**src/rtl/mem_write_arbiter.sv**
```systemverilog
// Data-memory write-port arbiter: CPU stores vs. a buffered host loader.
// Ports: clk, rst (sync, active-low); cpu_we/cpu_addr/cpu_data in, cpu_stall out;
//        host_valid/host_addr/host_data in, host_ready out; mem_we/mem_a/mem_d out
//        (combinational, for a negedge-writing memory); fifo_count out.
// Option: define ARB_STARVE_GUARD_EN to force a starved host write through.
module mem_write_arbiter #(
    parameter int ADDR_W       = 10,
    parameter int DATA_W       = 32,
    parameter int FIFO_DEPTH   = 4,
    parameter int STARVE_LIMIT = 3
) (
    input  logic                          clk,
    input  logic                          rst,
    input  logic                          cpu_we,
    input  logic [ADDR_W-1:0]             cpu_addr,
    input  logic [DATA_W-1:0]             cpu_data,
    output logic                          cpu_stall,
    input  logic                          host_valid,
    input  logic [ADDR_W-1:0]             host_addr,
    input  logic [DATA_W-1:0]             host_data,
    output logic                          host_ready,
    output logic                          mem_we,
    output logic [ADDR_W-1:0]             mem_a,
    output logic [DATA_W-1:0]             mem_d,
    output logic [$clog2(FIFO_DEPTH):0]   fifo_count
);

    localparam int PTR_W = $clog2(FIFO_DEPTH);
    localparam int CNT_W = PTR_W + 1;

    if (FIFO_DEPTH < 2 || FIFO_DEPTH > 16 ||
        (FIFO_DEPTH & (FIFO_DEPTH - 1)) != 0 ||
        STARVE_LIMIT < 1 || STARVE_LIMIT > 15) begin : g_bad_cfg
        $error("mem_write_arbiter: illegal parameter set");
    end

    logic [ADDR_W-1:0] fifo_a [FIFO_DEPTH];
    logic [DATA_W-1:0] fifo_d [FIFO_DEPTH];
    logic [PTR_W-1:0]  wr_ptr;
    logic [PTR_W-1:0]  rd_ptr;
    logic [CNT_W-1:0]  count;
    logic              fifo_empty;
    logic              push;
    logic              pop;
    logic              cpu_win;

    assign fifo_empty = (count == '0);
    assign fifo_count = count;
    // Registered count only: a same-cycle pop never frees a slot for a push.
    assign host_ready = rst && (count < CNT_W'(FIFO_DEPTH));
    assign push       = host_valid && host_ready;

`ifdef ARB_STARVE_GUARD_EN
    typedef enum logic {
        CPU_PRI,
        HOST_FORCE
    } state_t;

    state_t     state;
    state_t     state_nxt;
    logic [3:0] starve;
    logic [3:0] starve_nxt;

    always_comb begin
        cpu_win    = 1'b0;
        pop        = 1'b0;
        cpu_stall  = 1'b0;
        state_nxt  = CPU_PRI;
        starve_nxt = starve;
        if (rst) begin
            if (state == HOST_FORCE && !fifo_empty) begin
                pop       = 1'b1;
                cpu_stall = cpu_we;
            end else if (cpu_we) begin
                cpu_win = 1'b1;
            end else begin
                pop = !fifo_empty;
            end
            if (pop) begin
                starve_nxt = '0;
            end else if (!fifo_empty) begin
                starve_nxt = starve + 4'd1;
                if (starve_nxt == 4'(STARVE_LIMIT)) begin
                    state_nxt = HOST_FORCE;
                end
            end
        end
    end

    always_ff @(posedge clk) begin
        if (!rst) begin
            state  <= CPU_PRI;
            starve <= '0;
        end else begin
            state  <= state_nxt;
            starve <= starve_nxt;
        end
    end
`else
    assign cpu_stall = 1'b0;

    always_comb begin
        cpu_win = 1'b0;
        pop     = 1'b0;
        if (rst) begin
            cpu_win = cpu_we;
            pop     = !cpu_we && !fifo_empty;
        end
    end
`endif

    always_comb begin
        mem_we = cpu_win || pop;
        mem_a  = '0;
        mem_d  = '0;
        if (cpu_win) begin
            mem_a = cpu_addr;
            mem_d = cpu_data;
        end else if (pop) begin
            mem_a = fifo_a[rd_ptr];
            mem_d = fifo_d[rd_ptr];
        end
    end

    always_ff @(posedge clk) begin
        if (!rst) begin
            wr_ptr <= '0;
            rd_ptr <= '0;
            count  <= '0;
        end else begin
            if (push) wr_ptr <= wr_ptr + PTR_W'(1);
            if (pop)  rd_ptr <= rd_ptr + PTR_W'(1);
            unique case ({push, pop})
                2'b10:   count <= count + CNT_W'(1);
                2'b01:   count <= count - CNT_W'(1);
                default: count <= count;
            endcase
        end
    end

    // Storage needs no reset: push is already blocked while rst is low.
    always_ff @(posedge clk) begin
        if (push) begin
            fifo_a[wr_ptr] <= host_addr;
            fifo_d[wr_ptr] <= host_data;
        end
    end

endmodule

```
**config.mk**
```make
export PLATFORM = sky130hd
export DESIGN_NAME = mem_write_arbiter
export DESIGN_NICKNAME = d
export VERILOG_FILES = /design/src/rtl/mem_write_arbiter.sv
export SDC_FILE = /design/constraint.sdc
export NUM_CORES = 1
export LEC_CHECK = 0
export CORE_MARGIN = 3
export CORE_UTILIZATION = 56
export CTS_CLUSTER_DIAMETER = 150
export DETAILED_ROUTE_END_ITERATION = 7
export PLACE_DENSITY_LB_ADDON = 0.25
export RECOVER_POWER = 25
export SKIP_LAST_GASP = 1
export SYNTH_ARGS = -nofsm -noshare
export SYNTH_HDL_FRONTEND = slang
export SYNTH_SLANG_ARGS = --single-unit
```
**constraint.sdc**
```tcl
create_clock -name clk -period 5.5 [get_ports clk]
set_input_delay 1.375 -clock clk [delete_from_list [all_inputs] [get_ports clk]]
set_output_delay 1.375 -clock clk [all_outputs]
set_load 0.05 [all_outputs]
```
==> results.toml, run 1 <==
[cts]
cts_setup_buffers = 0
numCtsBuffers = 17
cts_hold_buf = 0
clockBufferDepth = 2
clockRootBuffer = "clkbuf_16"
clk_pin_slew_ns = 0.06
clock_sinks = 177
cts_resized = 0
cts_tree = "yes"
clock_latency_ns = 0.42
h-tree-depth = 4

[logic_synthesis]
yosys.area_share.simple = 0.0156
ys_ff_latch = 177
yosysWarnings = 0
ys_types = 28
synth_edf_count = 168
syn_inst = 327
syn-num-nets = 421
synth_top_area_share = 0.723
synth-async-reset-ratio = 0
ys.flop_type = "edfxtp_1"
synthXorXnorAreaFrac = 0.00376
ys_top_cells_by_area = "edfxtp_1 72%, mux4_2 13%, a22o_1 5.3%, dfxtp_1 2.6%, ha_1 0.90%"
synth-adder-area-share = 0.0118
yosysSeqAreaShare = 0.749
synthTopCellsByCount = "168 x edfxtp_1, 42 x a22o_1, 40 x mux4_2"
synth.largest_area_cell = "edfxtp_1"
synth-compound-area-share = 0.0599
synth_area_um2 = 6980
synth.most_common_cell = "edfxtp_1"
synth.mux.area_fraction = 0.137
synth_top_family_by_area = "multiplexers"
syn_area_per_cell_um2 = 21.3

[critical_path]
cpPeakStageDelay_ns = 0.70
path_cells = "clkdlybuf4s50_1 -> and2_2 -> or2_2 -> clkdlybuf4s50_1"
cp-startpoint = "cpu_we"
cp-start-kind = "primary input"
slowest_stage = "clkdlybuf4s50_1"
arrival_ns = 3.11
path_class = "in2out"
cp_top_family = "buffers and inverters"
cp_max_fo = 6
crit_required_ns = 4.12
critPathCaptureType = "primary output"
r2r-start = "fifo_count[2]$_SDFFE_PN0P_"
cpMostUsedCell = "clkdlybuf4s50_1"
cp_num_buf_inv = 2

[routing]
routed_wirelength_um = 13000
post_drt_wl_per_cell_um = 20.1
route.vias.total = 3625
first_iter_violations = 213
drtPass1Iterations = 4
postRouteAntennaNets = 0
via_per_inst = 5.60
remaining_drc_errors = 0

[sta]
drv_slew = 0
fmax_mhz = 223
finClkSkew_ns = 0.00665
fin_tns_setup_ns = 0
period_needed_ns = 4.49
worst_slew_pin_slew_ns = 1.13
hold_violations = 0
finalSetupViolations = 0
min_period_over_period = 0.816
grt_setup_unrepaired = "no"
relSlewSlack = 0.246

[pwr]
power_density_nw_per_um2 = 341
p_total_mw = 3.04
leakage_nw = 2.97
vdd_ir_drop_max_uv = 306

[final_layout]
finalNonFillerCells = 647
nets = 559
drive_gt1_frac = 0.264
fin_util = 0.735
area_growth_pct = 27.5

[place]
gp_congestion = 0.718
dp_hpwl_um = 7910
placed_cells = 614
io_buffers = 134

[min_path]
min_path_type = "reg2reg"
worstHoldStart = "rd_ptr[1]$_SDFFE_PN0P_"

[grt]
grt_overflow_total = 0
grt_pass1_wl_um = 20500
grt_pass1_vias = 3771
grt_max_degree = 44
grt_use_total = 0.197
antenna_found_initial = 1

[floorplan]
die_h_um = 118
dieArea_um2 = 13800
boundaryPins = 136
die_w_um = 118
coreArea_um2 = 12100
num_rows = 40
start_util = 0.576

[status]
status = "finished clean"

[run]
maxCapViolations = 0
-- stage by stage --
stage	hold slack (ns)	instance area [um^2]	worst slack, ns
finish	0.491	8900	1.01
global route	0.534	8900	0.941
CTS	0.485	8900	1.02
detailed placement	0.472	8360	1.01
global placement	0.474	8360	1.05
floorplan	0.453	6980	1.71
-- cells in the final DEF, fill, tap and decap left out, types with 2 or more instances in the layout --
cell type	n
a21oi_1	5
mux4_2	40
o31ai_1	2
xor2_1	2
nor2_1	5
buf_4	48
a22o_1	42
o21ai_0	2
clkdlybuf4s50_1	66
clkinv_2	4
dfxtp_1	7
inv_1	7
or3_1	2
clkbuf_8	5
mux4_1	2
clkbuf_1	4
dlygate4sd3_1	26
edfxtp_1	168
ha_1	5
and2_2	5
clkbuf_16	17
-- final timing paths --
kind,to,slack (ns),cells past startpoint
max,mem_we,1.01,4
min,flip-flop,0.49,2
max reg2reg,fifo_count[2]$_SDFFE_PN0P_,3.00,9
min reg2reg,flip-flop,0.49,2
-- registers in the layout (all words and copies together) (netlist names), named ones only --
| register | cells |
|---|---|
| fifo_a | 40 |
| wr_ptr | 2 |
| fifo_count | 3 |
| fifo_d | 128 |
| rd_ptr | 2 |
-- kinds of logic (layout without fill, tap and decap cells) --
logic type / after synthesis / in the layout
flip-flops: 177 / 177
AO/OA/AOI/OAI: 51 / 51
multiplexers: 42 / 42
buffers and inverters: 29 / 180
AND/OR/NAND/NOR: 18 / 18
adder cells (fa/ha/maj): 6 / 6
XOR/XNOR: 3 / 3
other: 1 / 2
-- power breakdown --
part	internal, mW	switching, mW	total [mW]
Clock	0.633	0.449	1.08
Sequential	1.52	0.0401	1.56
Combinational	0.186	0.208	0.394
Total	2.34	0.698	3.04
-- tightest hold or removal path, delay by kind of cell, from the launching register on --
kind / cells / cell delay, ns
AO/OA/AOI/OAI: 2 / 0.13
flip-flops: 1 / 0.31
-- cell type report --
cell class / count / area (um^2)
multi-input cells: 121 / 1610
inverters: 8 / 30.0
diodes: 1 / 2.50
clock inverters: 6 / 31.3
fillers: 730 / 3210
clock buffers: 26 / 509
flip-flops and latches: 177 / 5230
repair buffers: 140 / 1280
well taps: 168 / 210
-- per-layer routing --
layer  wire (um)  vias up  track usage
li1            -     1654            -
met1        5540     1825        0.257
met2        6460      132        0.318
met3         847       14       0.0630
met4         159        0       0.0674
met5           0        -            0
No activity file was read; power rests on OpenSTA's default activity.
==> run 2: changes to the inputs <==
--- a/config.mk
+++ b/config.mk
@@ -6,7 +6,7 @@
 export NUM_CORES = 1
 export LEC_CHECK = 0
 export CORE_MARGIN = 3
-export CORE_UTILIZATION = 56
+export CORE_UTILIZATION = 52
 export CTS_CLUSTER_DIAMETER = 150
 export DETAILED_ROUTE_END_ITERATION = 7
 export PLACE_DENSITY_LB_ADDON = 0.25
==> constraint.sdc (replaced) <==
create_clock -name clk -period 4.6 [get_ports clk]
set_input_delay 1.15 -clock clk [delete_from_list [all_inputs] [get_ports clk]]
set_output_delay 1.15 -clock clk [all_outputs]
set_load 0.05 [all_outputs]
==> results.toml, run 2 (synthesized netlist as in run 1, its figures left out) <==
[status]
status = "finished clean"

[floorplan]
num_rows = 41
dieArea_um2 = 14800
die_h_um = 122
die_w_um = 122
start_util = 0.542
coreArea_um2 = 12900
boundaryPins = 136

[sta]
fin_tns_setup_ns = 0
finalSetupViolations = 0
grt_setup_unrepaired = "no"
min_period_over_period = 0.864
drv_slew = 0
fmax_mhz = 252
period_needed_ns = 3.97
worst_slew_pin_slew_ns = 0.827
hold_violations = 0
relSlewSlack = 0.448
finClkSkew_ns = 0.0103

[routing]
routed_wirelength_um = 13800
drtPass1Iterations = 4
remaining_drc_errors = 0
route.vias.total = 3720
first_iter_violations = 206
postRouteAntennaNets = 0
post_drt_wl_per_cell_um = 20.9
via_per_inst = 5.64

[grt]
grt_use_total = 0.195
grt_overflow_total = 0
grt_max_degree = 45
grt_pass1_vias = 4020
antenna_found_initial = 3
grt_pass1_wl_um = 21300

[final_layout]
final_cell_mix = "168 x edfxtp_1, 64 x clkdlybuf4s50_1, 43 x buf_12, 42 x a22o_1, 40 x mux4_2"
area_growth_pct = 36.1
drive_gt1_frac = 0.278
nets = 566
final_common_cell = "edfxtp_1"
largest_reg_flops = 128
fin_util = 0.738
largest-register = "fifo_d"
n_fill_cell = 738

[pwr]
combPwrFrac = 0.153
p_switching_mw = 0.899
swShare = 0.239
power_density_nw_per_um2 = 395
intPower_mw = 2.86
vdd_ir_drop_max_uv = 229
leakage_nw = 3.14
power_frac_seq = 0.495
power_frac_clock = 0.352

[critical_path]
r2r_end = "fifo_count[2]$_SDFFE_PN0P_"
cp-start-kind = "primary input"
cp-startpoint = "rst"
crit_cells = 6
cp_top_family = "buffers and inverters"
critPathCaptureType = "primary output"
r2r-start = "fifo_count[0]$_SDFFE_PN0P_"
arrival_ns = 2.82
crit_required_ns = 3.45
r2r_cells = 9
cp_max_fo = 44
rrSetupSlack_ns = 2.10
slowest_stage = "clkdlybuf4s50_1"
crit_end = "mem_d[19]"
cp_num_buf_inv = 4
path_class = "in2out"
path_cells = "clkdlybuf4s50_1 -> inv_2 -> nor3_4 -> buf_4 -> a22o_1 -> buf_12"
cpPeakStageDelay_ns = 0.50

[min_path]
min_path_type = "reg2reg"

[place]
dp_hpwl_um = 8740
io_buffers = 134
gp_congestion = 0.704

[cts]
cts_resized = 0
numCtsBuffers = 17
clock_latency_ns = 0.42
cts_setup_buffers = 0
clk_pin_slew_ns = 0.06
h-tree-depth = 4
cts_hold_buf = 0
clockRootBuffer = "clkbuf_16"
clockBufferDepth = 2
clock_sinks = 177
cts_tree = "yes"

[run]
maxCapViolations = 0
-- run 2: cell type report --
| class | count | area (um^2) | area share |
|---|---|---|---|
| diodes | 3 | 7.51 | 0.000790 |
| repair buffers | 147 | 1870 | 0.197 |
| inverters | 8 | 30.0 | 0.00316 |
| clock inverters | 14 | 116 | 0.0122 |
| flip-flops and latches | 177 | 5230 | 0.550 |
| multi-input cells | 121 | 1610 | 0.169 |
| well taps | 172 | 215 | 0.0226 |
| clock buffers | 18 | 429 | 0.0452 |
-- run 2: how the worst min path moves through the flow --
stage / start / endpoint / slack (ns) / cells after the start
2_1_floorplan: rd_ptr[1]$_SDFFE_PN0P_ / flip-flop / 0.45 / 2
5_1_grt: rd_ptr[1]$_SDFFE_PN0P_ / flip-flop / 0.51 / 2
3_5_place_dp: rd_ptr[1]$_SDFFE_PN0P_ / flip-flop / 0.49 / 2
3_3_place_gp: rd_ptr[1]$_SDFFE_PN0P_ / flip-flop / 0.46 / 2
4_1_cts: rd_ptr[1]$_SDFFE_PN0P_ / flip-flop / 0.50 / 2
6_report: rd_ptr[1]$_SDFFE_PN0P_ / flip-flop / 0.51 / 2
-- run 2: routing by layer --
layer,track usage,vias to the layer above,part of all wire
li1,-,1667,-
met1,0.256,1880,0.41
met2,0.316,149,0.50
met3,0.0571,22,0.066
met4,0.0714,2,0.018
met5,0,-,0.00051
-- run 2: worst min-delay path: cells and delay by family (launching register included) --
family          cells  cell delay [ns]
compound gates      2             0.14
flops               1             0.32
-- run 2: through the flow --
stage | setup slack (ns) | hold WS (ns) | power [mW] | instances | area (um^2)
floorplan | 1.26 | 0.453 | 2.20 | 327 | 6980
global placement | 0.667 | 0.463 | 2.47 | 625 | 8950
detailed placement | 0.629 | 0.488 | 2.48 | 625 | 8950
CTS | 0.612 | 0.498 | 3.80 | 657 | 9500
global route | 0.529 | 0.514 | 3.89 | 659 | 9500
finish | 0.626 | 0.506 | 3.76 | 660 | 9500
-- run 2: power by group through the flow --
stage | combinational, mW | sequential (mW) | clock (mW)
2_1_floorplan | 0.329 | 1.87 | 0
3_3_place_gp | 0.574 | 1.89 | 0
3_5_place_dp | 0.586 | 1.90 | 0
4_1_cts | 0.589 | 1.86 | 1.35
5_1_grt | 0.607 | 1.87 | 1.42
6_report | 0.577 | 1.86 | 1.32
==> run 3: changes to the inputs <==
--- a/config.mk
+++ b/config.mk
@@ -10,7 +10,6 @@
 export CTS_CLUSTER_DIAMETER = 150
 export DETAILED_ROUTE_END_ITERATION = 7
 export PLACE_DENSITY_LB_ADDON = 0.25
-export RECOVER_POWER = 25
 export SKIP_LAST_GASP = 1
 export SYNTH_ARGS = -nofsm -noshare
 export SYNTH_HDL_FRONTEND = slang
==> results.toml, run 3 (synthesized netlist as in run 1, its figures left out) <==
[status]
status = "finished clean"

[cts]
cts_hold_buf = 0
clock_sinks = 177
clockBufferDepth = 2
clock_latency_ns = 0.42
h-tree-depth = 4
cts_setup_buffers = 0
cts_tree = "yes"
clockRootBuffer = "clkbuf_16"
cts_resized = 0
clk_pin_slew_ns = 0.06
numCtsBuffers = 17

[place]
dpl_cell_area_um2 = 8950
io_buffers = 134
gp_congestion = 0.704
dp_hpwl_um = 8740
placed_cells = 625

[grt]
grt_pass1_vias = 4020
grt_util_met3 = 0.0571
grt_pass1_wl_um = 21300
grt_max_degree = 45
grt_use_total = 0.195
busiest_layer = "met2"
grt_overflow_total = 0
grtUsageMet1 = 0.256
antenna_found_initial = 0
met2_usage = 0.316

[routing]
post_drt_wl_per_cell_um = 21.0
via_per_inst = 5.66
first_iter_violations = 201
route.vias.total = 3718
routed_wirelength_um = 13800
remaining_drc_errors = 0
drtPass1Iterations = 6
postRouteAntennaNets = 0

[pwr]
vdd_ir_drop_max_uv = 229
p_total_mw = 3.77
leakage_nw = 3.13
power_density_nw_per_um2 = 397

[final_layout]
largest-register = "fifo_d"
multi_input_comb_area_um2 = 1610
finalInstanceArea_um2 = 9500
diodes = 0
final_common_cell = "edfxtp_1"
nets = 566
area.sequential_um2 = 5230
drive_gt1_frac = 0.278
largest_reg_flops = 128
finalNonFillerCells = 657
final_cell_mix = "168 x edfxtp_1, 91 x clkdlybuf4s50_1, 43 x buf_12, 42 x a22o_1, 40 x mux4_2"
n_fill_cell = 741
area_growth_pct = 36.0

[critical_path]
cp_max_fo = 44
arrival_ns = 2.83
critPathCaptureType = "primary output"
path_cells = "clkdlybuf4s50_1 -> inv_2 -> nor3_4 -> buf_4 -> a22o_1 -> buf_12"
cpPeakStageDelay_ns = 0.50
r2r-start = "fifo_count[0]$_SDFFE_PN0P_"
rrSetupSlack_ns = 2.10
crit_required_ns = 3.45
cp-start-kind = "primary input"
cp_top_family = "buffers and inverters"
path_class = "in2out"
slowest_stage = "clkdlybuf4s50_1"
r2r_cells = 9
cp-startpoint = "rst"
r2r_end = "fifo_count[2]$_SDFFE_PN0P_"
cp_num_buf_inv = 4

[sta]
worst_slew_pin_slew_ns = 0.832
grt_setup_unrepaired = "no"
min_period_over_period = 0.865
drv_slew = 0
relSlewSlack = 0.445
hold_violations = 0
finalSetupViolations = 0
fmax_mhz = 251
finClkSkew_ns = 0.0117
period_needed_ns = 3.98
fin_tns_setup_ns = 0

[min_path]
min_path_type = "reg2reg"
holdPathStages = 2
worstHoldStart = "rd_ptr[1]$_SDFFE_PN0P_"

[floorplan]
coreArea_um2 = 12900
die_h_um = 122
dieArea_um2 = 14800
start_util = 0.542
boundaryPins = 136
num_rows = 41
die_w_um = 122

[run]
maxCapViolations = 0
-- run 3: changes by cell type in the layout (fill, tap and decap cells not counted) --
cell,before,now
clkdlybuf4s50_1,64,91
dlygate4sd3_1,27,0
diode_2,3,0
-- run 3: area by class of cell --
class	count	area share
sequential	177	0.551
timing repair buffer	147	0.197
multi-input combinational	121	0.169
clock buffer	18	0.0452
tap	172	0.0227
clock inverter	14	0.0123
inverter	8	0.00316
-- run 3: power by group --
| part | internal, mW | total (mW) | switching (mW) |
|---|---|---|---|
| registers | 1.82 | 1.86 | 0.0415 |
| clock network | 0.741 | 1.33 | 0.587 |
| logic | 0.305 | 0.582 | 0.276 |
-- run 3: metal layers --
metal,vias to the layer above,share of wire
met4,0,0.016
met5,-,0
met3,18,0.066
met2,137,0.51
li1,1667,-
met1,1896,0.41
-- run 3: worst max-delay path by stage --
stage / to / slack, ns / cells after the start
2_1_floorplan: mem_a[0] / 1.26 / 4
3_3_place_gp: mem_a[8] / 0.67 / 6
3_5_place_dp: mem_a[8] / 0.63 / 6
4_1_cts: mem_d[19] / 0.61 / 6
5_1_grt: mem_d[19] / 0.53 / 6
6_report: mem_d[19] / 0.62 / 6
-- run 3: worst reg2reg max path, cell delays in order, from the launching register on --
cell and delay (ns):
dfxtp_1 0.43, nor3_2 0.12, nor3_4 0.11, buf_4 0.45, ha_1 0.29, inv_1 0.06, fa_1 0.37, xor2_1 0.17
or3_1 0.32, a21oi_1 0.14
-- run 3: through the flow --
stage	setup WS, ns	hold WS (ns)	utilization
finish	0.623	0.514	0.737
global route	0.529	0.514	0.737
CTS	0.612	0.498	0.737
detailed placement	0.629	0.488	0.695
global placement	0.667	0.463	0.695
floorplan	1.26	0.453	-
==> patch 1: new RTL, settings of run 2 <==
Build with the macro `ARB_STARVE_GUARD_EN` defined.
--- a/src/rtl/mem_write_arbiter.sv
+++ b/src/rtl/mem_write_arbiter.sv
@@ -4,4 +4,6 @@
 //        (combinational, for a negedge-writing memory); fifo_count out.
 // Option: define ARB_STARVE_GUARD_EN to force a starved host write through.
+`define ARB_STARVE_GUARD_EN
+
 module mem_write_arbiter #(
     parameter int ADDR_W       = 10,
Function: changed (a bounded check fails within 10 cycles, from zero or initial values and one cycle with rst low).
==> patch 1 against run 2 <==
- sequential share of layout area shrank 0.73 points
- first-iteration DRC count grew 39%
- non-clock buffer count decreased by 3
- cell area rose by 3.3%
- synthesized area is 3.3% higher
- core utilization fell by 0.56 points
- wire length rose by 2.7%
- sequential cell count rose by 5
- register-to-register slack improved by 0.05 ns
- final cell count grew 4.1%
- total power increased by 6.1%
- worst setup slack worse by 0.059 ns
- critical endpoint is now mem_d[18]
- largest power group unchanged
==> patch 1: results (changes against run 2) <==
The async set-reset flop share out of synthesis was 0 (unchanged); the worst-case register-to-register setup slack was 2.15 ns (+0.05 ns). Xor/xnor cell area share of the yosys netlist: 0.00729 (+0.00353). The arrival time of data at the critical path endpoint came out at 2.88 ns (+0.06 ns). The normalized max-slew margin is 0.421 (-0.0275), and the net count after synthesis is 451 (+7.1%). The tools report the met1 track demand over resource as 0.240 (-0.0156).

The share of layout cells above drive strength 1 works out to 0.255 (-0.0234). In the final layout, the registers with the most flip-flops are fifo_d x128, fifo_a x40, starve x4. The number of inverters outside the clock class in the layout was 9 (+1); the storage element area was 5330 um2 (+1.9%). Counting instances in the post-synthesis netlist gives the leading cell types as 168 x sky130_fd_sc_hd__edfxtp_1, 42 x sky130_fd_sc_hd__a22o_1, 42 x sky130_fd_sc_hd__mux4_2. The adder-cell share of the synthesized area was 0.0149 (+0.00310). The maximum number of pins on one net before global-route repair is 44 (-2.2%), and the largest incremental delay on the critical path is 0.54 ns (+0.04 ns). Global-route track usage on met3: 0.0536 (-0.00352). Biggest fanout along the worst timing path: 43 (-2.3%). For the worst slack on hold paths, the log shows 0.469 ns (-0.0370 ns). The yosys synthesis warning count was 0 (unchanged); the post-synthesis sequential area ratio was 0.739 (-0.00989). The number of sequential cells in the layout was 182 (+2.8%). The run gives 7800 um (+12%) as the met2 wire length. The via count of the first global-routing pass is 4087 (+1.7%).

The setup clock skew after layout was 0.0106 ns (+0.000311 ns); the count of distinct cell types in the synthesized netlist was 30 (+7.1%). The number of buffers outside the clock class in the layout was 144 (-2.0%); the final layout net count was 594 (+4.9%). The portion of the layout cell area used by non-clock buffers was 0.192 (-0.00446). The complex-gate fraction of the synthesized area was 0.0644 (+0.00452); the global router's overall resource usage was 0.197 (+0.00204). The H-tree depth is 4 (unchanged), and the mux cell area share after synthesis is 0.131 (-0.00538).

The total power is 3.99 mW (+6.1%). Global-route track usage on met2: 0.346 (+0.0298). The multi-input logic area came out at 1750 um2 (+9.0%). The routed length on met1 is 5520 um (-3.1%), and the number of design-rule violations left by the first detailed-router iteration is 287 (+39%). The logs give 14200 um (+2.7%) for the routed wire length and 2 (-1) for the number of antenna violations at the first check in global routing. For the number of combinational gates with multiple inputs, the log shows 144 (+19%). The port buffer count works out to 135 (+0.75%).

The worst register-to-register path begins at fifo_count[2]. The run gives 0.713 (+1.3%) as the placer congestion estimate. The worst vdd rail ir drop was 0.244 mV (+6.5%); the count of fill cells added during filler insertion was 821 (+11%). The total met3 wirelength after detailed routing is 680 um (-25%), and the detail-routed via count per cell is 5.61 (-0.55%). The logs give 21700 um (+2.1%) for the wire length of the first global-routing pass and 3.25 nW (+3.5%) for the cell leakage power. Sorting the synthesized cells by area gives the leading types as sky130_fd_sc_hd__edfxtp_1 70%, sky130_fd_sc_hd__mux4_2 13%, sky130_fd_sc_hd__a22o_1 5.1%, sky130_fd_sc_hd__dfxtp_1 3.9%, sky130_fd_sc_hd__ha_1 1.2%. HPWL reported at the end of detailed placement: 9030 um (+3.3%). The worst register-to-register path ends at fifo_count[2]. Diode insertion count for antenna repair: 1 (-2). Switching power: 0.908 mW (+0.97%). The run finished with clean final reports.
-- patch 1: cell count changes after synthesis, moves of 4 or more --
cell / delta
sky130_fd_sc_hd__buf_2: -4
sky130_fd_sc_hd__clkbuf_1: +6
sky130_fd_sc_hd__dfxtp_1: +5
sky130_fd_sc_hd__nor2_1: +5
-- patch 1: worst max-delay path by stage --
stage                      start        end  slack [ns]  cells past startpoint
after detailed placement     rst   mem_d[2]        0.60                      6
final                        rst  mem_d[18]        0.57                      6
after floorplan           cpu_we   mem_a[0]        1.08                      4
after global placement    cpu_we     mem_we        0.68                      6
after global routing         rst   mem_a[3]        0.46                      6
after CTS                    rst   mem_d[2]        0.60                      6
-- patch 1: stage by stage --
step / worst slack [ns] / cell area (um2) / utilization / instances
after floorplan: 1.08 / 7210 / - / 355
after global placement: 0.684 / 9220 / 0.688 / 655
after detailed placement: 0.604 / 9220 / 0.688 / 655
after CTS: 0.598 / 9810 / 0.732 / 686
after global routing: 0.464 / 9810 / 0.732 / 687
final: 0.566 / 9810 / 0.732 / 687
==> patch 2: new RTL, flow settings as in run 2 <==
Made on the original files. Put one more register stage on the output `fifo_count`, cleared by the reset. The value now appears one clock later. The other outputs are not delayed to match. Comments in the files are not updated.
--- a/src/rtl/mem_write_arbiter.sv
+++ b/src/rtl/mem_write_arbiter.sv
@@ -46,5 +46,11 @@
 
     assign fifo_empty = (count == '0);
-    assign fifo_count = count;
+    always_ff @(posedge clk) begin
+        if (!rst) begin
+            fifo_count <= '0;
+        end else begin
+            fifo_count <= count;
+        end
+    end
     // Registered count only: a same-cycle pop never frees a slot for a push.
     assign host_ready = rst && (count < CNT_W'(FIFO_DEPTH));
Function: changed (a bounded check fails within 4 cycles, from zero or initial values and one cycle with rst low).
==> patch 2 against run 2 <==
- global-route usage hardly changed
- sequential cell count is 3 higher
- cell area is 1.6% higher
- synthesized area is 1.1% higher
- total power is 4.3% higher
- worst setup slack better by 0.0013 ns
- register-to-register slack better by 0.21 ns
- critical endpoint is now host_ready
- critical path type unchanged
- sequential share of layout area is 0.23 points lower
- wire length is 0.11% higher
- final cell count is 0.61% higher
==> patch 2: results (changes against run 2) <==
In this run the worst setup path terminates at host_ready. Number of gates resized after CTS: 0 (unchanged). The logs give 0.732 (+4.0%) for the placer congestion estimate and 4 (unchanged) for the H-tree depth.

The cell leakage power came out at 3.21 nW (+2.2%). The logs give 754 (+2.2%) for the count of fill cells added during filler insertion and 4039 (+0.47%) for the via count of the first global-routing pass. The post-synthesis sequential area ratio is 0.749 (about the same). Path class of the lowest-slack min-delay path: register to register. The number of cell instances on the worst register-to-register path is 9 (unchanged). The filler-free cell count of the finished design is 664 (+0.61%), and the transition time at the pin with the least slew margin is 0.767 ns (-0.0601 ns). The share of the synthesized area in the top cell type was 0.715 (-0.00794); the deepest clock path buffer count was 2 (unchanged). The tools report the met1 track demand over resource as 0.248 (-0.00795).

The logs give 27 (-3.6%) for the count of distinct cell types in the synthesized netlist and 0 (unchanged) for the yosys synthesis warning count. The tools report the cell total after placement as 631 (+0.96%). The HPWL reported at the end of detailed placement is 9140 um (+4.5%). The async set-reset flop share out of synthesis is 0 (unchanged).

The worst-case register-to-register setup slack came out at 2.31 ns (+0.21 ns). The biggest fanout along the worst timing path works out to 12 (-73%). The run finished with clean final reports. Source of the worst register-to-register timing path: count[2]. The port buffer count is 134 (unchanged), and the global-route track usage on met3 is 0.0576 (+0.000501). The post-synthesis average cell area is 21.1 um2 (-1.0%). After synthesis, the most frequently instantiated cells are 168 x sky130_fd_sc_hd__edfxtp_1, 42 x sky130_fd_sc_hd__a22o_1, 41 x sky130_fd_sc_hd__mux4_2.

In the post-synthesis netlist, the biggest area contributors are sky130_fd_sc_hd__edfxtp_1 71%, sky130_fd_sc_hd__mux4_2 13%, sky130_fd_sc_hd__a22o_1 5.2%, sky130_fd_sc_hd__dfxtp_1 3.4%, sky130_fd_sc_hd__ha_1 0.89%. The detailed-route via count came out at 3780 (+1.6%). The final layout net count was 572 (+1.1%); the number of antenna violations at the first check in global routing was 2 (-1). The number of design-rule violations left by the first detailed-router iteration came out at 256 (+24%). The setup clock skew after layout was 0.0101 ns (-0.000251 ns); the clock latency at the later pin of the worst-skew pair was 0.42 ns (about the same). The wire length of the first global-routing pass was 21500 um (+1.2%). Share of layout cells above drive strength 1: 0.279 (+0.000672). The run gives 13800 um (+0.11%) as the routed wire length. The global-route track usage on met2 is 0.327 (+0.0107).

The cell sitting at the root of the clock tree is a sky130_fd_sc_hd__clkbuf_16. The clock sink total was 180 (+1.7%); the worst vdd rail ir drop was 0.244 mV (+6.7%). The global router's overall resource usage was 0.196 (+0.000254). The worst register-to-register path ends at count[2].

The net count after synthesis was 428 (+1.7%); the CTS buffer count was 17 (unchanged). The clock transition at the registers of the reported paths works out to 0.06 ns (about the same).
## patch 2: changes by cell type after synthesis
cell and change:
sky130_fd_sc_hd__buf_6 -1, sky130_fd_sc_hd__dfxtp_1 +3, sky130_fd_sc_hd__buf_1 -1, sky130_fd_sc_hd__mux4_1 -1
sky130_fd_sc_hd__inv_1 +1, sky130_fd_sc_hd__nor2_1 +2, sky130_fd_sc_hd__inv_2 -1, sky130_fd_sc_hd__buf_8 +1
sky130_fd_sc_hd__and2_1 +1, sky130_fd_sc_hd__clkbuf_1 +2, sky130_fd_sc_hd__mux4_2 +1
## patch 2: cells by family (layout without fill, tap and decap cells)
family,count (synthesis),in the layout,synth area share
muxes,42,42,0.135
adders and majority gates,6,6,0.0117
buffers and inverters,30,187,0.0241
AOI/OAI and AO/OA,51,51,0.0592
xor gates and xnor gates,3,3,0.00372
and+or+nand+nor,21,21,0.0174
other,1,2,0.000531
DFF,180,180,0.749
## patch 2: critical path, stage by stage
cell and delay [ns]:
sky130_fd_sc_hd__clkdlybuf4s50_1 0.50, sky130_fd_sc_hd__inv_1 0.21, sky130_fd_sc_hd__nor2_1 0.14, sky130_fd_sc_hd__clkdlybuf4s50_1 0.81
## patch 2: how the worst min path moves through the flow
stage,from,endpoint,slack [ns],cells after the start
after detailed placement,rd_ptr[1],register,0.49,2
final,rd_ptr[1],register,0.51,2
after global placement,rd_ptr[1],register,0.46,2
after global routing,rd_ptr[1],register,0.55,2
after floorplan,rd_ptr[1],register,0.45,2
after CTS,rd_ptr[1],register,0.52,2
## patch 2: power by group
part | leakage [nW] | total, mW | internal [mW] | switching [mW]
logic | 1.30 | 0.581 | 0.303 | 0.278
registers | 1.62 | 1.88 | 1.84 | 0.0385
clock network | 0.289 | 1.45 | 0.861 | 0.594
total | 3.21 | 3.92 | 3.01 | 0.910
## patch 2: final cells by class
type                            instances  share of cell area
Antenna cell                            1            0.000259
Clock buffer                           18              0.0445
Clock inverter                         14              0.0181
Inverter                                8             0.00311
Multi-Input combinational cell        124               0.167
Sequential cell                       180               0.548
Tap cell                              172              0.0223
Timing Repair Buffer                  147               0.196
## patch 2: metal layers
layer,part of all wire,up-vias
met2,0.51,144
met3,0.068,24
met1,0.41,1915
met4,0.015,2
met5,0.00094,-
li1,-,1695
## patch 2: per-stage QoR
| stage | cell area, um2 | worst slack, ns |
|---|---|---|
| final | 9650 | 0.627 |
| after global routing | 9650 | 0.495 |
| after CTS | 9650 | 0.621 |
| after detailed placement | 9040 | 0.615 |
| after global placement | 9040 | 0.651 |
| after floorplan | 7060 | 1.27 |
